### src/rtl/brick_store_grid_if.sv
// Bus bundle between the brick store and its clients (game FSM, collider, renderer).
//
// Handshake: every request (start_load, rd_en, hit_en) is a single-cycle strobe
// sampled on the rising clock edge. There is no ready/backpressure: a request is
// either accepted in the current state or dropped. An accepted read answers with
// rd_valid exactly one cycle later; an accepted hit answers with hit_ack exactly
// one cycle later. Responses last one cycle and cannot be stalled.
interface brick_store_grid_if #(
  parameter int AW = 6,
  parameter int DW = 21,
  parameter int CW = 6
);
  logic          start_load;
  logic          loading;
  logic          load_done;
  logic          rd_en;
  logic [AW-1:0] rd_addr;
  logic          rd_valid;
  logic [DW-1:0] rd_data;
  logic          hit_en;
  logic [AW-1:0] hit_addr;
  logic          hit_ack;
  logic [1:0]    hit_result;
  logic [CW-1:0] live_count;
  logic          all_cleared;
  logic [1:0]    state_dbg;

  modport master (
    output start_load, rd_en, rd_addr, hit_en, hit_addr,
    input  loading, load_done, rd_valid, rd_data, hit_ack, hit_result,
           live_count, all_cleared, state_dbg
  );

  modport slave (
    input  start_load, rd_en, rd_addr, hit_en, hit_addr,
    output loading, load_done, rd_valid, rd_data, hit_ack, hit_result,
           live_count, all_cleared, state_dbg
  );
endinterface

### src/rtl/brick_store_grid.sv
// Brick-field store: ROWS x COLS bricks {x, y, color, hp} in a register array.
// A load FSM writes one brick per cycle; a registered read port serves the
// renderer; a hit port damages and retires bricks and tracks the live count.
module brick_store_grid #(
  parameter int COLS       = 10,
  parameter int ROWS       = 6,
  parameter int COORD_W    = 8,
  parameter int X_STEP     = 16,
  parameter int Y_ORIGIN   = 8,
  parameter int Y_STEP     = 4,
  parameter int HP_W       = 2,
  parameter int TOUGH_ROWS = 2
) (
  input  logic          clock,
  input  logic          reset,
  brick_store_grid_if.slave bus
);
  localparam int N   = ROWS * COLS;
  localparam int AW  = $clog2(N);
  localparam int CW  = $clog2(N + 1);
  localparam int DW  = 2 * COORD_W + 3 + HP_W;
  localparam int CLW = (COLS > 1) ? $clog2(COLS) : 1;
  localparam int RWW = (ROWS > 1) ? $clog2(ROWS) : 1;

  typedef enum logic [1:0] {
    S_IDLE  = 2'd0,
    S_LOAD  = 2'd1,
    S_READY = 2'd2
  } state_e;

  state_e state_q, state_d;

  // Load walkers: index, column/row wrap counters, running x/y and row-colour phase.
  logic [AW-1:0]      idx_q, idx_d;
  logic [CLW-1:0]     col_q, col_d;
  logic [RWW-1:0]     row_q, row_d;
  logic [COORD_W-1:0] x_q, x_d;
  logic [COORD_W-1:0] y_q, y_d;
  logic [2:0]         phase_q, phase_d;

  logic [DW-1:0] mem_q [N];
  logic [DW-1:0] mem_d [N];

  logic          rd_valid_q, rd_valid_d;
  logic [DW-1:0] rd_data_q, rd_data_d;
  logic          hit_ack_q, hit_ack_d;
  logic [1:0]    hit_result_q, hit_result_d;
  logic [CW-1:0] live_q, live_d;

  logic          loading;
  logic          load_last;
  logic          load_start;
  logic          rd_accept;
  logic          hit_accept;
  logic [DW-1:0] load_word;
  logic [2:0]    load_color;
  logic [HP_W-1:0] load_hp;
  logic [DW-1:0] hit_word;
  logic [HP_W-1:0] hit_hp;

  // State register.
  always_ff @(posedge clock) begin
    if (reset) state_q <= S_IDLE;
    else       state_q <= state_d;
  end

  // Next-state: start_load only matters outside LOAD; LOAD ends on the last index.
  always_comb begin
    state_d = state_q;
    case (state_q)
      S_IDLE:  if (bus.start_load) state_d = S_LOAD;
      S_LOAD:  if (load_last)      state_d = S_READY;
      S_READY: if (bus.start_load) state_d = S_LOAD;
      default: state_d = S_IDLE;
    endcase
  end

  // State-decoded controls: which requests are accepted this cycle.
  always_comb begin
    loading    = (state_q == S_LOAD);
    load_last  = loading && (int'(idx_q) == N - 1);
    load_start = bus.start_load && (state_q != S_LOAD);
    rd_accept  = bus.rd_en && (state_q != S_LOAD);
    hit_accept = bus.hit_en && (state_q == S_READY);
  end

  // Load walkers advance every LOAD cycle; column wrap steps the row, y and colour phase.
  always_comb begin
    idx_d   = idx_q;
    col_d   = col_q;
    row_d   = row_q;
    x_d     = x_q;
    y_d     = y_q;
    phase_d = phase_q;
    if (load_start) begin
      idx_d   = '0;
      col_d   = '0;
      row_d   = '0;
      x_d     = '0;
      y_d     = COORD_W'(Y_ORIGIN);
      phase_d = '0;
    end else if (loading) begin
      idx_d = idx_q + AW'(1);
      if (int'(col_q) == COLS - 1) begin
        col_d   = '0;
        x_d     = '0;
        row_d   = row_q + RWW'(1);
        y_d     = y_q + COORD_W'(Y_STEP);
        phase_d = (phase_q == 3'd5) ? 3'd0 : phase_q + 3'd1;
      end else begin
        col_d = col_q + CLW'(1);
        x_d   = x_q + COORD_W'(X_STEP);
      end
    end
  end

  // Brick word being laid down this LOAD cycle.
  always_comb begin
    case (phase_q)
      3'd0:    load_color = 3'b100;
      3'd1:    load_color = 3'b101;
      3'd2:    load_color = 3'b110;
      3'd3:    load_color = 3'b010;
      3'd4:    load_color = 3'b011;
      3'd5:    load_color = 3'b001;
      default: load_color = 3'b000;
    endcase
    load_hp   = (int'(row_q) < TOUGH_ROWS) ? HP_W'(2) : HP_W'(1);
    load_word = {x_q, y_q, load_color, load_hp};
  end

  // Storage, read port, hit port and live count. Reads see mem_q, so a same-cycle
  // hit on the read index returns the pre-hit word.
  always_comb begin
    mem_d        = mem_q;
    live_d       = live_q;
    rd_valid_d   = rd_accept;
    rd_data_d    = rd_data_q;
    hit_ack_d    = hit_accept;
    hit_result_d = 2'b00;
    hit_word     = '0;
    hit_hp       = '0;

    if (rd_accept) begin
      rd_data_d = (int'(bus.rd_addr) < N) ? mem_q[bus.rd_addr] : '0;
    end

    if (hit_accept && (int'(bus.hit_addr) < N)) begin
      hit_word = mem_q[bus.hit_addr];
      hit_hp   = hit_word[HP_W-1:0];
      if (hit_hp > HP_W'(1)) begin
        mem_d[bus.hit_addr] = {hit_word[DW-1:HP_W], hit_hp - HP_W'(1)};
        hit_result_d        = 2'b01;
      end else if (hit_hp == HP_W'(1)) begin
        // Retired brick keeps its position but loses colour and hp.
        mem_d[bus.hit_addr] = {hit_word[DW-1:HP_W+3], 3'b000, {HP_W{1'b0}}};
        hit_result_d        = 2'b10;
        if (live_q != '0) live_d = live_q - CW'(1);
      end
    end

    if (load_start) begin
      live_d = '0;
    end else if (loading) begin
      mem_d[idx_q] = load_word;
      if (load_last) live_d = CW'(N);
    end
  end

  // Datapath registers; reset clears storage and every registered output.
  always_ff @(posedge clock) begin
    if (reset) begin
      for (int i = 0; i < N; i++) mem_q[i] <= '0;
      idx_q        <= '0;
      col_q        <= '0;
      row_q        <= '0;
      x_q          <= '0;
      y_q          <= '0;
      phase_q      <= '0;
      rd_valid_q   <= 1'b0;
      rd_data_q    <= '0;
      hit_ack_q    <= 1'b0;
      hit_result_q <= 2'b00;
      live_q       <= '0;
    end else begin
      mem_q        <= mem_d;
      idx_q        <= idx_d;
      col_q        <= col_d;
      row_q        <= row_d;
      x_q          <= x_d;
      y_q          <= y_d;
      phase_q      <= phase_d;
      rd_valid_q   <= rd_valid_d;
      rd_data_q    <= rd_data_d;
      hit_ack_q    <= hit_ack_d;
      hit_result_q <= hit_result_d;
      live_q       <= live_d;
    end
  end

  // Output drive.
  always_comb begin
    bus.loading     = loading;
    bus.load_done   = load_last && !reset;
    bus.rd_valid    = rd_valid_q;
    bus.rd_data     = rd_data_q;
    bus.hit_ack     = hit_ack_q;
    bus.hit_result  = hit_result_q;
    bus.live_count  = live_q;
    bus.all_cleared = (state_q == S_READY) && (live_q == '0);
    bus.state_dbg   = state_q;
  end
endmodule

### src/flat_wrapper.sv
// flat-port wrapper written by rule: the top's interface ports become plain ports
module brick_store_grid_flat 
#(
  parameter int COLS       = 10,
  parameter int ROWS       = 6,
  parameter int COORD_W    = 8,
  parameter int X_STEP     = 16,
  parameter int Y_ORIGIN   = 8,
  parameter int Y_STEP     = 4,
  parameter int HP_W       = 2,
  parameter int TOUGH_ROWS = 2
)
  (clock, reset, bus_start_load, bus_rd_en, bus_rd_addr, bus_hit_en, bus_hit_addr, bus_loading, bus_load_done, bus_rd_valid, bus_rd_data, bus_hit_ack, bus_hit_result, bus_live_count, bus_all_cleared, bus_state_dbg);
  brick_store_grid_if #(.AW((6)), .DW((21)), .CW((6))) bus_i ();
  input  logic clock;
  input  logic reset;
  input wire logic [$bits(bus_i.start_load)-1:0] bus_start_load;
  input wire logic [$bits(bus_i.rd_en)-1:0] bus_rd_en;
  input wire logic [$bits(bus_i.rd_addr)-1:0] bus_rd_addr;
  input wire logic [$bits(bus_i.hit_en)-1:0] bus_hit_en;
  input wire logic [$bits(bus_i.hit_addr)-1:0] bus_hit_addr;
  output wire logic [$bits(bus_i.loading)-1:0] bus_loading;
  output wire logic [$bits(bus_i.load_done)-1:0] bus_load_done;
  output wire logic [$bits(bus_i.rd_valid)-1:0] bus_rd_valid;
  output wire logic [$bits(bus_i.rd_data)-1:0] bus_rd_data;
  output wire logic [$bits(bus_i.hit_ack)-1:0] bus_hit_ack;
  output wire logic [$bits(bus_i.hit_result)-1:0] bus_hit_result;
  output wire logic [$bits(bus_i.live_count)-1:0] bus_live_count;
  output wire logic [$bits(bus_i.all_cleared)-1:0] bus_all_cleared;
  output wire logic [$bits(bus_i.state_dbg)-1:0] bus_state_dbg;
  assign bus_i.start_load = bus_start_load;
  assign bus_i.rd_en = bus_rd_en;
  assign bus_i.rd_addr = bus_rd_addr;
  assign bus_i.hit_en = bus_hit_en;
  assign bus_i.hit_addr = bus_hit_addr;
  assign bus_loading = bus_i.loading;
  assign bus_load_done = bus_i.load_done;
  assign bus_rd_valid = bus_i.rd_valid;
  assign bus_rd_data = bus_i.rd_data;
  assign bus_hit_ack = bus_i.hit_ack;
  assign bus_hit_result = bus_i.hit_result;
  assign bus_live_count = bus_i.live_count;
  assign bus_all_cleared = bus_i.all_cleared;
  assign bus_state_dbg = bus_i.state_dbg;
  brick_store_grid #(.COLS(COLS), .ROWS(ROWS), .COORD_W(COORD_W), .X_STEP(X_STEP), .Y_ORIGIN(Y_ORIGIN), .Y_STEP(Y_STEP), .HP_W(HP_W), .TOUGH_ROWS(TOUGH_ROWS)) u_core (.clock(clock), .reset(reset), .bus(bus_i));
endmodule
### config.mk
export PLATFORM = sky130hd
export DESIGN_NAME = brick_store_grid_flat
export DESIGN_NICKNAME = d
export VERILOG_FILES = /design/src/rtl/brick_store_grid_if.sv /design/src/rtl/brick_store_grid.sv /design/src/flat_wrapper.sv
export SDC_FILE = /design/constraint.sdc
export NUM_CORES = 2
export LEC_CHECK = 0
export CORE_MARGIN = 3
export CORE_UTILIZATION = 45
export CTS_CLUSTER_SIZE = 12
export DETAILED_ROUTE_END_ITERATION = 10
export DONT_BUFFER_PORTS = 1
export PLACE_DENSITY = 0.64
export REMOVE_ABC_BUFFERS = 1
export SLEW_MARGIN = 20
export SYNTH_ARGS = -nofsm -noshare
export SYNTH_HDL_FRONTEND = slang
export SYNTH_SLANG_ARGS = --single-unit
### constraint.sdc
create_clock -name clock -period 5.4 [get_ports clock]
set_input_delay 0.81 -clock clock [delete_from_list [all_inputs] [get_ports clock]]
set_output_delay 0.81 -clock clock [all_outputs]
set_load 0.02 [all_outputs]
After elaboration in Yosys (flattened, before gate mapping)
Index checks and enable logic that the tools add are counted.
{ "word_totals": {"reg_bits": 1325, "inputBits": 17, "out_inout_bits": 36, "wordCells": 169} }
{ "op_classes": {"add_sub_neg": 8, "n_lt_le_gt_ge": 9, "n_eq_ne": 13, "mux": 38, "n_bitwise": 4, "n_reduce_logical": 23} }
{ "op_table": {"columns": ["operator", "n"], "rows": [
  ["$mux 1260", 5],
  ["$bwmux 1260", 3],
  ["$bmux 21 s6", 2],
  ["$demux 21 s6", 2],
  ["$mux 21", 7],
  ["$mux 6", 6],
  ["$ge 7x7->1 const B", 3],
  ["$not 6->7", 3],
  ["$pmux 3 s6", 1],
  ["$mux 4", 4],
  ["$lt 7x1->1 const B", 2],
  ["$lt 6x6->1 const B", 2],
  ["$logic_and 1x1->1", 9],
  ["$add 8x3->8 const B", 1],
  ["$add 8x5->8 const B", 1],
  ["$mux 2", 4],
  ["$mux 8", 1],
  ["$add 3x1->3 const B", 2],
  ["$add 6x1->6 const B", 1],
  ["$eq 3x2->1 const B", 2],
  ["$eq 3x3->1 const B", 2],
  ["$eq 6x4->1 const B", 1],
  ["$logic_not 6->1", 1],
  ["$ne 2x1->1 const B", 3],
  ["21 further kinds", 27]
]} }

Logic depth before layout (Yosys ltp)
{ "logic_depth": {"depth_word": 12, "ltp_mapped": 18, "ltp_nobuf": 12} }

Worst setup path after synthesis
No wires, ideal clock.
{ "synth_timing": {"kind": "input -> register", "from": "input bus_hit_addr[0]", "to": "register u_core.mem_q[905] (netlist bit)", "setup_ns": 0.123, "t_arrival_ns": 4.059, "required_time_ns": 5.277, "path_slack_ns": 1.218, "cell_stages": 15, "path_buffers": 6, "cell_sequence": "buf_4 -> buf_2 -> mux2_1 -> a221oi_1 -> o22ai_1 -> or4b_4 -> buf_6 -> inv_2 -> ha_1 -> clkbuf_1 -> clkbuf_1 -> clkbuf_1 -> o21ai_0 -> a221oi_1 -> nor2_1"} }
{ "synth_via": {"elab_chain_len": 12, "word_cells_on_any_way": 21, "cone_classes": "4 x order compare; 1 x eq/ne; 13 x mux; 1 x bitwise; 2 x reduce/logical"} }
{ "synth_lines": {"columns": ["item", "line", "source"], "rows": [
  ["start, declared", "flat_wrapper.sv:21", "input wire logic [$bits(bus_i.hit_addr)-1:0] bus_hit_addr;"],
  ["$not 6->7 (implied by the code)", "brick_store_grid.sv:149, brick_store_grid.sv:152, brick_store_grid.sv:156", null],
  ["$ge 7x7->1 (implied by the code) / $lt 7x1->1 (equally long branches)", "brick_store_grid.sv:152, brick_store_grid.sv:156", null],
  ["$logic_and 1x1->1 (implied by the code)", "brick_store_grid.sv:152, brick_store_grid.sv:156", null],
  ["$mux 21 (implied by the code)", "brick_store_grid.sv:152, brick_store_grid.sv:156", null],
  ["$demux 21 s6", "brick_store_grid.sv:152, brick_store_grid.sv:156", null],
  ["$bwmux 1260", "brick_store_grid.sv:156", "mem_d[bus.hit_addr] = {hit_word[DW-1:HP_W+3], 3'b000, {HP_W{1'b0}}};"],
  ["$mux 1260", "brick_store_grid.sv:154", "end else if (hit_hp == HP_W'(1)) begin"],
  ["$mux 1260", "brick_store_grid.sv:151", "if (hit_hp > HP_W'(1)) begin"],
  ["$mux 1260 (*)", "brick_store_grid.sv:148", "if (hit_accept && (int'(bus.hit_addr) < N)) begin"],
  ["$bwmux 1260", "brick_store_grid.sv:165", "mem_d[idx_q] = load_word;"],
  ["$mux 1260", "brick_store_grid.sv:164", "end else if (loading) begin"],
  ["$mux 1260 (*)", "brick_store_grid.sv:162", "if (load_start) begin"],
  ["end signal, assigned", "brick_store_grid.sv:186", "mem_q <= mem_d;"],
  ["end, declared", "brick_store_grid.sv:41", "logic [DW-1:0] mem_q [N];"]
]} }
Every way passes the cells marked *; elsewhere a longest branch is shown, timed or not. The select of a mux whose other input is x is not followed.
A chain may end at the register's enable or synchronous reset.

Worst setup path in the final report
{ "layout_timing": {"from": "register u_core.idx_q[3]", "to": "output bus_load_done"} }
{ "layout_via": {"elab_chain_len": 3} }
{ "layout_lines": {"columns": ["item", "line", "source"], "rows": [
  ["start, declared", "brick_store_grid.sv:34", "logic [AW-1:0] idx_q, idx_d;"],
  ["start signal, assigned", "brick_store_grid.sv:187", "idx_q <= idx_d;"],
  ["$eq 6x4->1", "brick_store_grid.sv:81", "load_last = loading && (int'(idx_q) == N - 1);"],
  ["$logic_and 1x1->1", "brick_store_grid.sv:81", null],
  ["$logic_and 1x1->1", "brick_store_grid.sv:204", "bus.load_done = load_last && !reset;"],
  ["end, declared", "flat_wrapper.sv:23", "output wire logic [$bits(bus_i.load_done)-1:0] bus_load_done;"]
]} }
Every way passes these cells.

==> impl_metrics.json <==
{
  "p_leak_nw": 23.5,
  "area_delta_synth_final_pct": 10.9,
  "worst_slew_margin_rel_pct": -15.6,
  "coreArea_um2": 132000,
  "num_vias": 56000,
  "synth_sequential_area_ratio_pct": 43.6,
  "drt-vias-per-instance": 6.89,
  "cts.repair.resized": 0,
  "dominantRegCellSynth": "sky130_fd_sc_hd__dfxtp_1",
  "critical_path_arrival_ps": 3590,
  "clkTransAtPathRegs_ps": 60,
  "crit_path_top_delay_cell": "sky130_fd_sc_hd__dfxtp_1",
  "p_int_mw": 15.7,
  "max_slew.worst_pin.slew_ps": 1730,
  "cts.path.max_buffers": 3,
  "std_cell_rows": 133,
  "cts_post_setup_buffers_inserted": 0,
  "final.min_clock_period_ps": 4400,
  "post-synth-top-count-cell": "sky130_fd_sc_hd__dfxtp_1",
  "slew_violations": 72,
  "gr-total-overflow": 0,
  "synth.yosys.warnings": 0,
  "fillers": 12100,
  "grt_first_pass_wirelength_mm": 389,
  "die_height_um": 373,
  "combinationalPowerShare_pct": 5.0,
  "cap_violations": 0,
  "cts_tree": "done",
  "avgSynthCellArea_um2": 9.31,
  "critPathMaxStageDelay_ps": 1120,
  "initial_utilization_pct": 45.7,
  "achievable_freq_ghz": 0.227,
  "share_of_cells_above_drive_strength_1_pct": 15.8,
  "final_antenna_net_count": 0,
  "grt_util_all_layers_pct": 38.2,
  "placed_cell_area_um2": 62200,
  "grt_pass1_vias": 51200,
  "violations": "max-slew violations",
  "worst_path_buf_inv": 0,
  "clkPwrFrac_pct": 48.1,
  "clock_skew_after_layout_ps": 46.2,
  "status": "complete, but fails checks",
  "yosys-top-cells-area": "sky130_fd_sc_hd__dfxtp_1 (44%), sky130_fd_sc_hd__mux4_2 (16%), sky130_fd_sc_hd__nand2_1 (8.1%)",
  "drt-wirelength-per-cell_um": 33.9,
  "rsz0062_at_grt": "no",
  "finalCoreUtilization_pct": 50.7,
  "cell_area_power_density_nw_per_um2": 310,
  "gate_count_post_synth": 6505,
  "detailedRoute.firstPassIterationCount": 9,
  "clock-sinks": 1319,
  "family_with_the_most_delay_on_the_worst_path": "simple AND/OR/NAND/NOR gates",
  "crit_end_category": "output pin",
  "port_buffers": 0,
  "finalHoldViolCount": 0,
  "synth.largest_area_cell": "sky130_fd_sc_hd__dfxtp_1",
  "required_ps": 4590,
  "cts_htree_levels": 4,
  "hold_path.class": "in -> reg",
  "place_congestion": 1.09,
  "antenna_found_initial": 27,
  "critPathMaxFanout": 13,
  "critPathLaunchType": "register",
  "clk_lat_worst_skew_ps": 810,
  "synth_largest_type_area_fraction_pct": 43.6,
  "number_of_buffers_created_by_cts": 147,
  "critical_path_class": "reg -> out",
  "final-setup-viol-count": 0,
  "drc": 0,
  "hpwl_mm": 177,
  "root_buffer": "sky130_fd_sc_hd__clkbuf_16",
  "critical_path.cell_chain": "nand3_1, nor2_1, nand3_1, nor2_1",
  "yosysUniqueCellTypes": 79,
  "num-nets-final": 6290,
  "dr.first_iter.drc_count": 9591,
  "final_area_um2": 67100,
  "ys_ff_latch": 1319,
  "pin_count_of_the_biggest_net_entering_global_routing": 673,
  "die_x_um": 373,
  "synth_area_um2": 60500,
  "switching_share_pct": 24.5,
  "synth.cells.most_frequent": "sky130_fd_sc_hd__dfxtp_1 (1319), sky130_fd_sc_hd__nand2_1 (1309), sky130_fd_sc_hd__a21oi_1 (668), sky130_fd_sc_hd__clkbuf_1 (505), sky130_fd_sc_hd__nor2_1 (421)",
  "cts-hold-fix-buffers": 0,
  "totalWireLength_mm": 276,
  "vdd_drop_max_mv": 0.273,
  "floorplan.io_pins": 53,
  "ys_async_sr_fraction_pct": 0,
  "total_switching_power_mw": 5.10,
  "dieArea_um2": 139000,
  "synth_enable_flop_cells": 0,
  "period_share_pct": 81.5,
  "sequentialPowerShare_pct": 46.9
}
layer usage:
metal / up-vias / global-route usage, % / wire length [µm]
met2: 4223 / 53.3 / 113000
met3: 1116 / 14.1 / 36700
li1: 23300 / - / -
met1: 27400 / 49.6 / 105000
met5: - / 0 / 113
met4: 16 / 24.2 / 21900
registers in the layout, indices dropped and copies added (netlist names):
signal,cells
u_core.idx_q,6
u_core.bus.hit_result,2
u_core.y_q,6
u_core.phase_q,3
u_core.col_q,4
u_core.row_q,3
u_core.mem_q,1260
u_core.bus.rd_valid,1
u_core.bus.state_dbg,2
u_core.bus.hit_ack,1
u_core.x_q,4
u_core.bus.rd_data,21
u_core.bus.live_count,6
cells by family after synthesis:
family,count (synthesis),synth area share [%]
flops,1319,43.6
compound gates,1559,16.4
simple gates,2381,17.2
xor+xnor,18,0.260
fa+ha+maj,8,0.165
mux,552,17.9
buf+inv,668,4.41
power groups by stage:
stage,Sequential [mW],Combinational [mW],Clock (mW)
finish,9.76,1.04,10.0
global route,9.76,1.03,10.5
CTS,9.76,0.832,10.1
detailed placement,9.98,0.830,0
global placement,9.98,0.832,0
floorplan,9.97,0.425,0
final cells by class:
type / count / area (µm²) / area share, %
Tap cell: 1755 / 2200 / 3.27
Multi-Input combinational cell: 4518 / 31700 / 47.1
Sequential cell: 1319 / 26400 / 39.3
Inverter: 47 / 184 / 0.274
Clock buffer: 219 / 4330 / 6.45
Clock inverter: 35 / 417 / 0.621
Timing Repair Buffer: 232 / 1910 / 2.85
Antenna cell: 13 / 32.5 / 0.0484
final timing paths:
check | startpoint | to | slack, ps | cells past startpoint
worst min-delay path | reset | u_core.mem_q[33] | 120 | 1
worst min register to register | u_core.mem_q[40] | u_core.mem_q[40] | 450 | 2
worst max register to register | u_core.mem_q[336] | u_core.mem_q[274] | 1080 | 12
worst max-delay path | u_core.idx_q[3] | bus_load_done | 1000 | 4
cells in the final DEF, fill, tap and decap left out, types with 13 or more instances in the layout:
master,instances
sky130_fd_sc_hd__a22o_1,97
sky130_fd_sc_hd__nand4_1,13
sky130_fd_sc_hd__o22ai_1,73
sky130_fd_sc_hd__clkbuf_1,37
sky130_fd_sc_hd__and3_1,323
sky130_fd_sc_hd__buf_4,222
sky130_fd_sc_hd__nand2_1,1309
sky130_fd_sc_hd__nor3_1,33
sky130_fd_sc_hd__a32o_1,17
sky130_fd_sc_hd__clkinv_2,16
sky130_fd_sc_hd__o21ai_1,23
sky130_fd_sc_hd__mux4_2,420
sky130_fd_sc_hd__a221oi_1,152
sky130_fd_sc_hd__clkbuf_8,32
sky130_fd_sc_hd__a21oi_1,666
sky130_fd_sc_hd__diode_2,13
sky130_fd_sc_hd__a32oi_1,17
sky130_fd_sc_hd__o211ai_1,21
sky130_fd_sc_hd__a31oi_1,58
sky130_fd_sc_hd__dfxtp_1,1309
sky130_fd_sc_hd__clkbuf_16,150
sky130_fd_sc_hd__nand3_1,146
sky130_fd_sc_hd__o221ai_1,77
sky130_fd_sc_hd__inv_1,42
sky130_fd_sc_hd__and2_1,50
sky130_fd_sc_hd__nor2_1,409
sky130_fd_sc_hd__mux2_2,51
sky130_fd_sc_hd__a22oi_1,52
sky130_fd_sc_hd__a211oi_1,35
sky130_fd_sc_hd__o21ai_0,193
sky130_fd_sc_hd__mux2i_1,78
stage by stage:
| step | instances | hold slack, ps | power [mW] | TNS (ps) | worst slack (ps) |
|---|---|---|---|---|---|
| after floorplan | 5884 | 420 | 10.4 | -125770 | -1080 |
| after global placement | 7863 | 435 | 10.8 | 0 | 818 |
| after detailed placement | 7864 | 438 | 10.8 | 0 | 810 |
| after CTS | 8118 | 122 | 20.7 | 0 | 1170 |
| after global routing | 8125 | 95.5 | 21.3 | 0 | 1020 |
| final | 8138 | 120 | 20.8 | 0 | 1000 |
worst reg2reg max path, stage by stage, from the launching register on:
cell,delay [ps]
sky130_fd_sc_hd__dfxtp_1,400
sky130_fd_sc_hd__mux2_2,310
sky130_fd_sc_hd__a221o_1,300
sky130_fd_sc_hd__a222oi_1,530
sky130_fd_sc_hd__o221ai_2,330
sky130_fd_sc_hd__a2111oi_4,290
sky130_fd_sc_hd__inv_1,130
sky130_fd_sc_hd__ha_4,200
sky130_fd_sc_hd__inv_1,730
sky130_fd_sc_hd__nor2_1,400
sky130_fd_sc_hd__a21oi_1,230
sky130_fd_sc_hd__o21ai_0,100
sky130_fd_sc_hd__a221oi_1,280
(Power assumes the default switching activity.)
